**src/rtl/out_period_data_gen_p.sv**
```systemverilog
// -----------------------------------------------------------------------------
// out_period_data_gen_p
//
// Lighting-cycle period-data generator. On every frame strobe the measured
// frame rate is clamped into the selected 50 Hz / 60 Hz window and scaled into
// a dividend, or a fixed run-time dividend is used instead. The dividend is
// divided by the per-frame lighting-cycle count with a serial restoring
// divider. The quotient and remainder become the load values of the period
// counter.
//
// Ports
//   clk             in   system clock
//   rst             in   synchronous reset, active-high
//   fr_rate         in   frame count at 1.25 MHz (FR_W)
//   period_num      in   lighting cycles per frame, the divisor (FR_W)
//   ov_stp          in   single-cycle frame strobe
//   f50hz           in   1 = 50 Hz clamp window, 0 = 60 Hz window
//   fix_en          in   1 = use fix_dat as the dividend
//   fix_dat         in   fixed dividend (QUO_W)
//   period_d        out  period counter load value (PER_W)
//   long_period_d   out  load value for the one-clock-longer cycle (PER_W)
//   long_period_num out  number of long cycles per frame (FR_W)
//   busy            out  high while the divider iterates
//   upd             out  one-cycle pulse, outputs changed this cycle
//   div0            out  one-cycle pulse alongside upd when period_num was 0
//
// Latency: upd rises QUO_W+8 cycles after the ov_stp cycle when no new strobe
// restarts the division. A strobe that reaches the divider while it is busy
// (or finishing) aborts the running division; only the last result is
// published.
// -----------------------------------------------------------------------------
module out_period_data_gen_p #(
  parameter int FR_W    = 16,
  parameter int PER_W   = 12,
  parameter int QUO_W   = 28,
  parameter int SCALE   = 40940,
  parameter int SHIFT   = 11,
  parameter int F60_MIN = 20491,
  parameter int F60_MAX = 21245,
  parameter int F50_MIN = 24509,
  parameter int F50_MAX = 25511
) (
  input  logic             clk,
  input  logic             rst,
  input  logic [FR_W-1:0]  fr_rate,
  input  logic [FR_W-1:0]  period_num,
  input  logic             ov_stp,
  input  logic             f50hz,
  input  logic             fix_en,
  input  logic [QUO_W-1:0] fix_dat,
  output logic [PER_W-1:0] period_d,
  output logic [PER_W-1:0] long_period_d,
  output logic [FR_W-1:0]  long_period_num,
  output logic             busy,
  output logic             upd,
  output logic             div0
);

  localparam int PROD_W = FR_W + 16;
  localparam int CNT_W  = $clog2(QUO_W + 1);

  localparam logic [FR_W-1:0]   F60_LO  = FR_W'(F60_MIN);
  localparam logic [FR_W-1:0]   F60_HI  = FR_W'(F60_MAX);
  localparam logic [FR_W-1:0]   F50_LO  = FR_W'(F50_MIN);
  localparam logic [FR_W-1:0]   F50_HI  = FR_W'(F50_MAX);
  localparam logic [PROD_W-1:0] SCALE_C = PROD_W'(SCALE);
  localparam logic [CNT_W-1:0]  LAST_STEP = CNT_W'(QUO_W - 1);

  typedef enum logic [1:0] {
    S_IDLE = 2'd0,
    S_RUN  = 2'd1,
    S_DONE = 2'd2
  } state_t;

  // ---------------------------------------------------------------------------
  // Helper functions
  // ---------------------------------------------------------------------------

  // Boundary values pass unchanged; only strictly outside values are pulled in.
  function automatic logic [FR_W-1:0] clamp_win(input logic [FR_W-1:0] v,
                                                input logic [FR_W-1:0] lo,
                                                input logic [FR_W-1:0] hi);
    logic [FR_W-1:0] r;
    if (v < lo)      r = lo;
    else if (v > hi) r = hi;
    else             r = v;
    return r;
  endfunction

  // Quotients that do not fit the period counter saturate to its maximum.
  function automatic logic [PER_W-1:0] sat_period(input logic [QUO_W-1:0] q);
    logic [PER_W-1:0] r;
    if ((q >> PER_W) != '0) r = '1;
    else                    r = PER_W'(q);
    return r;
  endfunction

  // Counter load value: one's complement of the period plus a small offset,
  // evaluated one bit wider so an overflow saturates instead of wrapping.
  function automatic logic [PER_W-1:0] sat_inv_add(input logic [PER_W-1:0] p,
                                                   input logic [1:0]       k);
    logic [PER_W:0]   s;
    logic [PER_W-1:0] r;
    s = {1'b0, ~p} + (PER_W + 1)'(k);
    if (s[PER_W]) r = '1;
    else          r = s[PER_W-1:0];
    return r;
  endfunction

  // ---------------------------------------------------------------------------
  // Registers
  // ---------------------------------------------------------------------------
  logic                vld_p1, vld_p2, vld_p3, vld_p4, vld_p5;
  logic [FR_W-1:0]     fr_rate_p1;
  logic [FR_W-1:0]     f60_p2, f50_p2;
  logic [FR_W-1:0]     fr_dat_p3;
  logic [QUO_W-1:0]    dividend_p4;

  state_t              state_q, state_d;
  logic [CNT_W-1:0]    cnt_q;
  logic [QUO_W-1:0]    dq_q;      // dividend shifting out / quotient shifting in
  logic [FR_W-1:0]     rem_q;
  logic [FR_W-1:0]     dvs_q;
  logic                dz_q;

  logic                res_vld_q;
  logic [PER_W-1:0]    period_q;
  logic [FR_W-1:0]     res_rem_q;
  logic                res_dz_q;

  logic [PER_W-1:0]    period_d_q;
  logic [PER_W-1:0]    long_period_d_q;
  logic [FR_W-1:0]     long_period_num_q;
  logic                upd_q;
  logic                div0_q;

  logic                start;
  logic                busy_c;
  logic                res_en;
  logic [PROD_W-1:0]   prod;
  logic [PROD_W-1:0]   scaled;
  logic [FR_W:0]       rem_sh;
  logic [FR_W:0]       rem_sub;
  logic                step_ok;

  // ---------------------------------------------------------------------------
  // Strobe delay line (control, cleared by reset)
  // ---------------------------------------------------------------------------
  always_ff @(posedge clk) begin
    if (rst) begin
      vld_p1 <= 1'b0;
      vld_p2 <= 1'b0;
      vld_p3 <= 1'b0;
      vld_p4 <= 1'b0;
      vld_p5 <= 1'b0;
    end else begin
      vld_p1 <= ov_stp;
      vld_p2 <= vld_p1;
      vld_p3 <= vld_p2;
      vld_p4 <= vld_p3;
      vld_p5 <= vld_p4;
    end
  end

  assign start = vld_p5;

  // ---------------------------------------------------------------------------
  // Stage p1: capture frame rate on the strobe
  // ---------------------------------------------------------------------------
  always_ff @(posedge clk) begin
    if (ov_stp) fr_rate_p1 <= fr_rate;
  end

  // ---------------------------------------------------------------------------
  // Stage p2: clamp into both windows
  // ---------------------------------------------------------------------------
  always_ff @(posedge clk) begin
    if (vld_p1) begin
      f60_p2 <= clamp_win(fr_rate_p1, F60_LO, F60_HI);
      f50_p2 <= clamp_win(fr_rate_p1, F50_LO, F50_HI);
    end
  end

  // ---------------------------------------------------------------------------
  // Stage p3: window select
  // ---------------------------------------------------------------------------
  always_ff @(posedge clk) begin
    if (vld_p2) fr_dat_p3 <= f50hz ? f50_p2 : f60_p2;
  end

  // ---------------------------------------------------------------------------
  // Stage p4: dividend (scaled rate or fixed value)
  // ---------------------------------------------------------------------------
  assign prod   = PROD_W'(fr_dat_p3) * SCALE_C;
  assign scaled = prod >> SHIFT;

  always_ff @(posedge clk) begin
    if (vld_p3) dividend_p4 <= fix_en ? fix_dat : QUO_W'(scaled);
  end

  // ---------------------------------------------------------------------------
  // Divider FSM: state register
  // ---------------------------------------------------------------------------
  always_ff @(posedge clk) begin
    if (rst) state_q <= S_IDLE;
    else     state_q <= state_d;
  end

  // Next state: a start always wins, which gives restart-on-new-strobe.
  always_comb begin
    state_d = state_q;
    if (start) begin
      state_d = (period_num == '0) ? S_DONE : S_RUN;
    end else begin
      unique case (state_q)
        S_IDLE:  state_d = S_IDLE;
        S_RUN:   state_d = (cnt_q == LAST_STEP) ? S_DONE : S_RUN;
        S_DONE:  state_d = S_IDLE;
        default: state_d = S_IDLE;
      endcase
    end
  end

  // FSM outputs
  always_comb begin
    busy_c = 1'b0;
    res_en = 1'b0;
    unique case (state_q)
      S_RUN:   busy_c = 1'b1;
      S_DONE:  res_en = ~start;
      default: begin
        busy_c = 1'b0;
        res_en = 1'b0;
      end
    endcase
  end

  // ---------------------------------------------------------------------------
  // Divider datapath: one restoring step per RUN cycle
  // ---------------------------------------------------------------------------
  assign rem_sh  = {rem_q, dq_q[QUO_W-1]};
  assign step_ok = (rem_sh >= {1'b0, dvs_q});
  assign rem_sub = rem_sh - {1'b0, dvs_q};

  always_ff @(posedge clk) begin
    if (start) begin
      dvs_q <= period_num;
      rem_q <= '0;
      cnt_q <= '0;
      dz_q  <= (period_num == '0);
      // A zero divisor skips RUN, so the quotient register already holds
      // the forced all-ones result.
      dq_q  <= (period_num == '0) ? '1 : dividend_p4;
    end else if (state_q == S_RUN) begin
      cnt_q <= cnt_q + 1'b1;
      dq_q  <= {dq_q[QUO_W-2:0], step_ok};
      // The remainder is always below the divisor, so it fits FR_W bits.
      rem_q <= step_ok ? rem_sub[FR_W-1:0] : rem_sh[FR_W-1:0];
    end
  end

  // ---------------------------------------------------------------------------
  // Result stage: saturated period and remainder
  // ---------------------------------------------------------------------------
  always_ff @(posedge clk) begin
    if (rst) res_vld_q <= 1'b0;
    else     res_vld_q <= res_en;
  end

  always_ff @(posedge clk) begin
    if (res_en) begin
      period_q  <= sat_period(dq_q);
      res_rem_q <= rem_q;
      res_dz_q  <= dz_q;
    end
  end

  // ---------------------------------------------------------------------------
  // Output stage: counter load values and update strobe
  // ---------------------------------------------------------------------------
  always_ff @(posedge clk) begin
    if (rst) begin
      period_d_q        <= '0;
      long_period_d_q   <= '0;
      long_period_num_q <= '0;
      upd_q             <= 1'b0;
      div0_q            <= 1'b0;
    end else begin
      upd_q  <= res_vld_q;
      div0_q <= res_vld_q & res_dz_q;
      if (res_vld_q) begin
        period_d_q        <= sat_inv_add(period_q, 2'd2);
        long_period_d_q   <= sat_inv_add(period_q, 2'd1);
        long_period_num_q <= res_rem_q;
      end
    end
  end

  assign period_d        = period_d_q;
  assign long_period_d   = long_period_d_q;
  assign long_period_num = long_period_num_q;
  assign upd             = upd_q;
  assign div0            = div0_q;
  assign busy            = busy_c;

endmodule

```
**config.mk**
```make
export PLATFORM = sky130hd
export DESIGN_NAME = out_period_data_gen_p
export DESIGN_NICKNAME = d
export VERILOG_FILES = /design/src/rtl/out_period_data_gen_p.sv
export SDC_FILE = /design/constraint.sdc
export NUM_CORES = 1
export LEC_CHECK = 0
export ABC_AREA = 1
export BUFFER_PORTS_ARGS = -buffer_cell sky130_fd_sc_hd__clkbuf_2
export CORE_MARGIN = 4
export CORE_UTILIZATION = 46
export CTS_BUF_LIST = sky130_fd_sc_hd__clkbuf_8 sky130_fd_sc_hd__clkbuf_16
export CTS_CLUSTER_SIZE = 16
export DETAILED_ROUTE_END_ITERATION = 16
export SYNTH_ARGS = -nofsm -noshare
export SYNTH_HDL_FRONTEND = slang
export SYNTH_SLANG_ARGS = --single-unit
export TNS_END_PERCENT = 30
```
**constraint.sdc**
```tcl
create_clock -name clk -period 6.6 [get_ports clk]
set_input_delay 0.66 -clock clk [delete_from_list [all_inputs] [get_ports clk]]
set_output_delay 0.66 -clock clk [all_outputs]
set_load 0.01 [all_outputs]
```
* Yosys cells after proc, flatten, opt, wreduce, memory -nomap -nowiden *
Index checks and enable logic that the tools add are counted.

word-level totals
  input bits = 65
  bits in registers = 237
  output and inout bits = 43
  word-level logic and storage cells = 65

cells by class
  $add $sub $neg = 4
  multiply operators = 1
  reduce and logical (&&, ||, !) cells = 5
  equality and inequality tests = 3
  mux-type cells = 16
  magnitude comparators = 5
  bitwise gates (word level) = 3

operators by type and width
  cell                                                   number
  two-way mux 28 bit                                     3
  > comparator 16 x 15 -> 1 bit (second input constant)  2
  < comparator 16 x 15 -> 1 bit (second input constant)  2
  two-way mux 16 bit                                     2
  multiplier 16 x 14 -> 30 bit (second input constant)   1
  nonzero test 28 bit                                    1
  two-way mux 12 bit                                     2
  two-way mux 21 bit                                     1
  greater-or-equal comparator 17 x 16 -> 1 bit           1
  zero test 16 bit                                       1
  subtractor 16 bit                                      1
  two-way mux 14 bit                                     1
  adder 12 x 1 -> 13 bit (second input constant)         1
  adder 12 x 2 -> 13 bit (second input constant)         1
  inverter 12 bit                                        1
  two-way mux 10 bit                                     1
  two-way mux 2 bit                                      4
  adder 5 x 1 -> 5 bit (second input constant)           1
  == test 5 bit (second input constant)                  1
  OR reduction 2 bit                                     2
  == test 2 x 1 -> 1 bit (second input constant)         1
  == test 2 bit (second input constant)                  1
  two-way mux 1 bit                                      2
  nonzero test 2 bit                                     1
  other kinds (2)                                        2

* Logic depth before layout (Yosys ltp) *
  word-level depth = 4
  gate-level depth with buffers = 24
  gate-level depth less buffers = 24

* Least setup slack after synthesis *
No wires, ideal clock.

  kind = flip-flop to flip-flop
  from = reg fr_dat_p3[8]
  to = reg dividend_p4[19], data pin
  stages on the path, launching flop included = 21
  path slack = 1452 ps
  period minus slack after synthesis = 5148 ps
  arrival = 4894 ps
  library setup time = 254 ps
  cells stage by stage = edfxtp_1 -> fa_1 -> inv_1 -> fa_1 -> inv_1 -> fa_1 -> fa_1 -> fa_1 -> inv_1 -> fa_1 -> inv_1 -> ha_1 -> nand2_1 -> nor2_1 -> inv_1 -> nor3_1 -> nand2_1 -> nand2_1 -> nand2_1 -> nand3_1 -> nand2_1

on the way
  cells in the longest elaborated chain, start to end = 2

RTL lines
  item                          line  source
  start, declared               116   logic [FR_W-1:0] fr_dat_p3;
  start signal, assigned        188   if (vld_p2) fr_dat_p3 <= f50hz ? f50_p2 : f60_p2;
  multiplier 16 x 14 -> 30 bit  194   assign prod = PROD_W'(fr_dat_p3) * SCALE_C;
  two-way mux 21 bit            198   if (vld_p3) dividend_p4 <= fix_en ? fix_dat : QUO_W'(scaled);
  end signal, assigned          198
  end, declared                 117   logic [QUO_W-1:0] dividend_p4;

No other way between the ends.
A chain may end at the register's enable or synchronous reset.

* Final worst setup path *
  from = reg fr_dat_p3[5]
  to = reg dividend_p4[20], data pin

The elaborated chain is that of the path after synthesis.

==> run metrics <==
actual slew at the worst max-slew pin=approximately 1 ns; clk sink count=between 200 and 250; Tot GR Track Use=between 10% and 20%; DR vias=roughly 12,000; layout cell share with drive strength beyond 1=between 10% and 20%; global-route wire length before repair=59,500 µm; Final Hold Fails=0; Final Slew Violations=0; CTS H-tree lvls=1; most common cell after layout, fill and taps aside=nand2_1; final setup vio count=0; Initial Utilization=around 47%; Worst Path Arrival=approximately 6.0 ns; GR Overflow Total=0; highest-count cells in the layout ignoring fill and taps=nand2_1 (413), inv_1 (386), edfxtp_1 (166); Core ar.=around 35,000 µm²; initial antenna violation count=0; Yosys reg bits=between 200 and 250; Synth Instances=1,827; Initial DRT Pass Iterations=5; placed cell area=17,200 µm²; sequential share of the synthesized area=approximately two fifths; LEAKAGE=8.95 nW; worst skew pair latency=~0.55 ns; Register-to-Register Setup Slack=between 0.8 and 0.9 ns; FF-to-FF Start=fr_dat_p3[5]; Num CTS Buffers=27; # Post-CTS Setup Buffers=0; Yosys warnings=0; Layout Nets=around 2,200; final hold slack=0.292 ns; First DRT Iteration DRCs=613; number of synthesized flops with an enable pin=about 170; crit path kind=reg2reg; root buffer cell=clkbuf_16; P&R area growth vs syn=11.8%; total wire length=between 30,000 and 40,000 µm; TNS Setup=0 ns; detailed placement HPWL=29,200 µm; Max IR drop VDD=roughly 360 µV; dpl cells=between 2,000 and 2,500; Synth Flop Type=edfxtp_1; CTS Buffer Depth=3; vias in the first global route=~12,000; skew final=between 0.015 and 0.02 ns; clk slew on worst S/H paths=~0.06 ns; synthesized cell area=roughly 16,000 µm²; Port Buffer Count=approximately 110; Netlist cell types=43; ant diodes=0; cts hold-fix bufs=0; Tcrit/Tclk final=roughly 87%; RR Endpoint=dividend_p4[20]; GPL Wtd Cong=0.987; largest net degree at the start of global routing=45; Die Area=approximately 38,000 µm²; critical path data required time=~6.9 ns; I/O Pins=108; min-delay src=fr_rate[6]; non-filler cells, final=2,420; row count=a little under 70; fin crit period=roughly 5.7 ns; FF-to-FF path depth=22; antenna viol nets, final=0; Vias/cell=4.88; RSZ-0062 raised after global routing=false; Min-Delay Endpoint=fr_rate_p1[6]; Hold Path Cell Cnt=1; Crit. End Element=flop; Wirelength per Cell=between 10 and 15 µm; asr flop ratio synth=0%; family with the most delay on the worst path=adder cells; status=finished clean; HP Class=in2reg; slew margin rel.=33.8%; Critical Path Fanout Max=7; Startpoint Class=flop; Max-Cap Viols=0; syn avg cell area=about 9 µm²; CP max stage cell=edfxtp_1; post-CTS sizing=0; slowest stage delay, CP=~0.6 ns; Fillers=3,321; Yosys top cell area share=30.9%; Die Ht=195 µm; drc violations=0; Peak Freq=around 170 MHz; ranking of synthesized cells by area=edfxtp_1 (31%), fa_1 (13%), ha_1 (9.8%), nand2_1 (9.6%), inv_1 (8.8%); CTS tree=yes; Pwr Density=525 nW/µm²; crit path cell chain=inv_1, fa_1, inv_1, fa_1, fa_1, fa_1, fa_1, inv_1, fa_1, inv_1, ha_1, nand2_1, nor2_1, inv_1, nor2_1, nand2_1, nand3_1, nand2_1, nand2_1, nand2_1, nand3_1, nand2_1; Tot Pwr=between 9 and 10 mW; Die W=195 µm; cell area after layout=approximately 18,000 µm²; Crit path buffers/inverters=5; area leader, netlist=edfxtp_1
flip-flops by register name, summed over array words and instances (netlist names), 2 cells and up:
signal           flops
dq_q                28
long_period_num     16
f60_p2              16
cnt_q                5
long_period_d       12
res_rem_q           16
dividend_p4         28
period_d            12
fr_rate_p1          16
rem_q               16
state_q              2
f50_p2              16
fr_dat_p3           16
dvs_q               16
period_q            12
worst reg2reg max path: stages, from the launching register on:
cell,delay [ns]
edfxtp_1,0.60
inv_1,0.17
fa_1,0.52
inv_1,0.07
fa_1,0.47
fa_1,0.56
fa_1,0.44
fa_1,0.54
inv_1,0.05
fa_1,0.49
inv_1,0.04
ha_1,0.37
nand2_1,0.11
nor2_1,0.27
inv_1,0.07
nor2_1,0.09
nand2_1,0.05
nand3_1,0.17
nand2_1,0.10
nand2_1,0.08
nand2_1,0.05
nand3_1,0.10
nand2_1,0.06
cells in the mapped netlist, drive strengths merged (2+ instances only):
cell type and n:
edfxtp 166, nand4 20, nor2 158, and2 4, o21ai 55, nand3 114, o211ai 2, inv 381
o21a 2, nor3 12, or2 8, o21bai 2, a21o 2, clkbuf 20, buf 13, a21oi 77
ha 126, nand3b 14, nor3b 2, dfxtp 71, nor4 6, fa 104, xor2 15, conb 2
a31oi 8, nand2 418, xnor2 6, mux2 16
kinds of logic (layout without fill, tap and decap cells):
| group | Yosys count | count (layout) | share of synthesized area (%) |
|---|---|---|---|
| XOR/XNOR | 21 | 21 | 1.14 |
| adder cells (fa/ha/maj) | 230 | 230 | 22.7 |
| other | 2 | 8 | 0.0466 |
| AO/OA/AOI/OAI | 150 | 150 | 5.13 |
| multiplexers | 16 | 16 | 1.12 |
| buffers and inverters | 414 | 546 | 9.83 |
| AND/OR/NAND/NOR | 757 | 757 | 20.3 |
| flip-flops | 237 | 237 | 39.8 |
worst max-delay path by stage:
| stage | start | end | slack (ns) | cells after the start |
|---|---|---|---|---|
| 2_1_floorplan | fr_dat_p3[8] | dividend_p4[19] | 1.45 | 20 |
| 3_3_place_gp | fr_dat_p3[5] | dividend_p4[20] | 0.90 | 22 |
| 3_5_place_dp | fr_dat_p3[5] | dividend_p4[20] | 0.87 | 22 |
| 4_1_cts | fr_dat_p3[6] | dividend_p4[20] | 0.86 | 22 |
| 5_1_grt | fr_dat_p3[6] | dividend_p4[20] | 0.57 | 22 |
| 6_report | fr_dat_p3[5] | dividend_p4[20] | 0.87 | 22 |
report_power, final:
part	switching (mW)	internal, mW
combinational	3.97	2.19
sequential	0.0930	1.78
clock	0.598	0.822
cell type report:
type | instances | area [µm²] | area share, %
multi-input cells | 1182 | 8150 | 45.2
flip-flops and latches | 237 | 6410 | 35.6
inverters | 381 | 1430 | 7.94
clock buffers | 32 | 756 | 4.19
repair buffers | 115 | 596 | 3.31
well taps | 455 | 569 | 3.16
clock inverters | 18 | 114 | 0.632
stage by stage:
stage / utilization (%) / setup slack, ns
5_1_grt: 52.2 / 0.570
6_report: 52.2 / 0.875
2_1_floorplan: - / 1.45
3_3_place_gp: 49.6 / 0.905
4_1_cts: 52.2 / 0.862
3_5_place_dp: 49.6 / 0.866
metal layers:
layer  wire length, µm  vias to the layer above  global-route usage (%)
li1                  -                     6031                       -
met1             16000                     5514                    25.3
met2             17700                      217                    32.9
met3              1410                       45                    2.26
met4               665                        0                    3.75
met5                 0                        -                       0
Power figures use the tool's default switching activity.
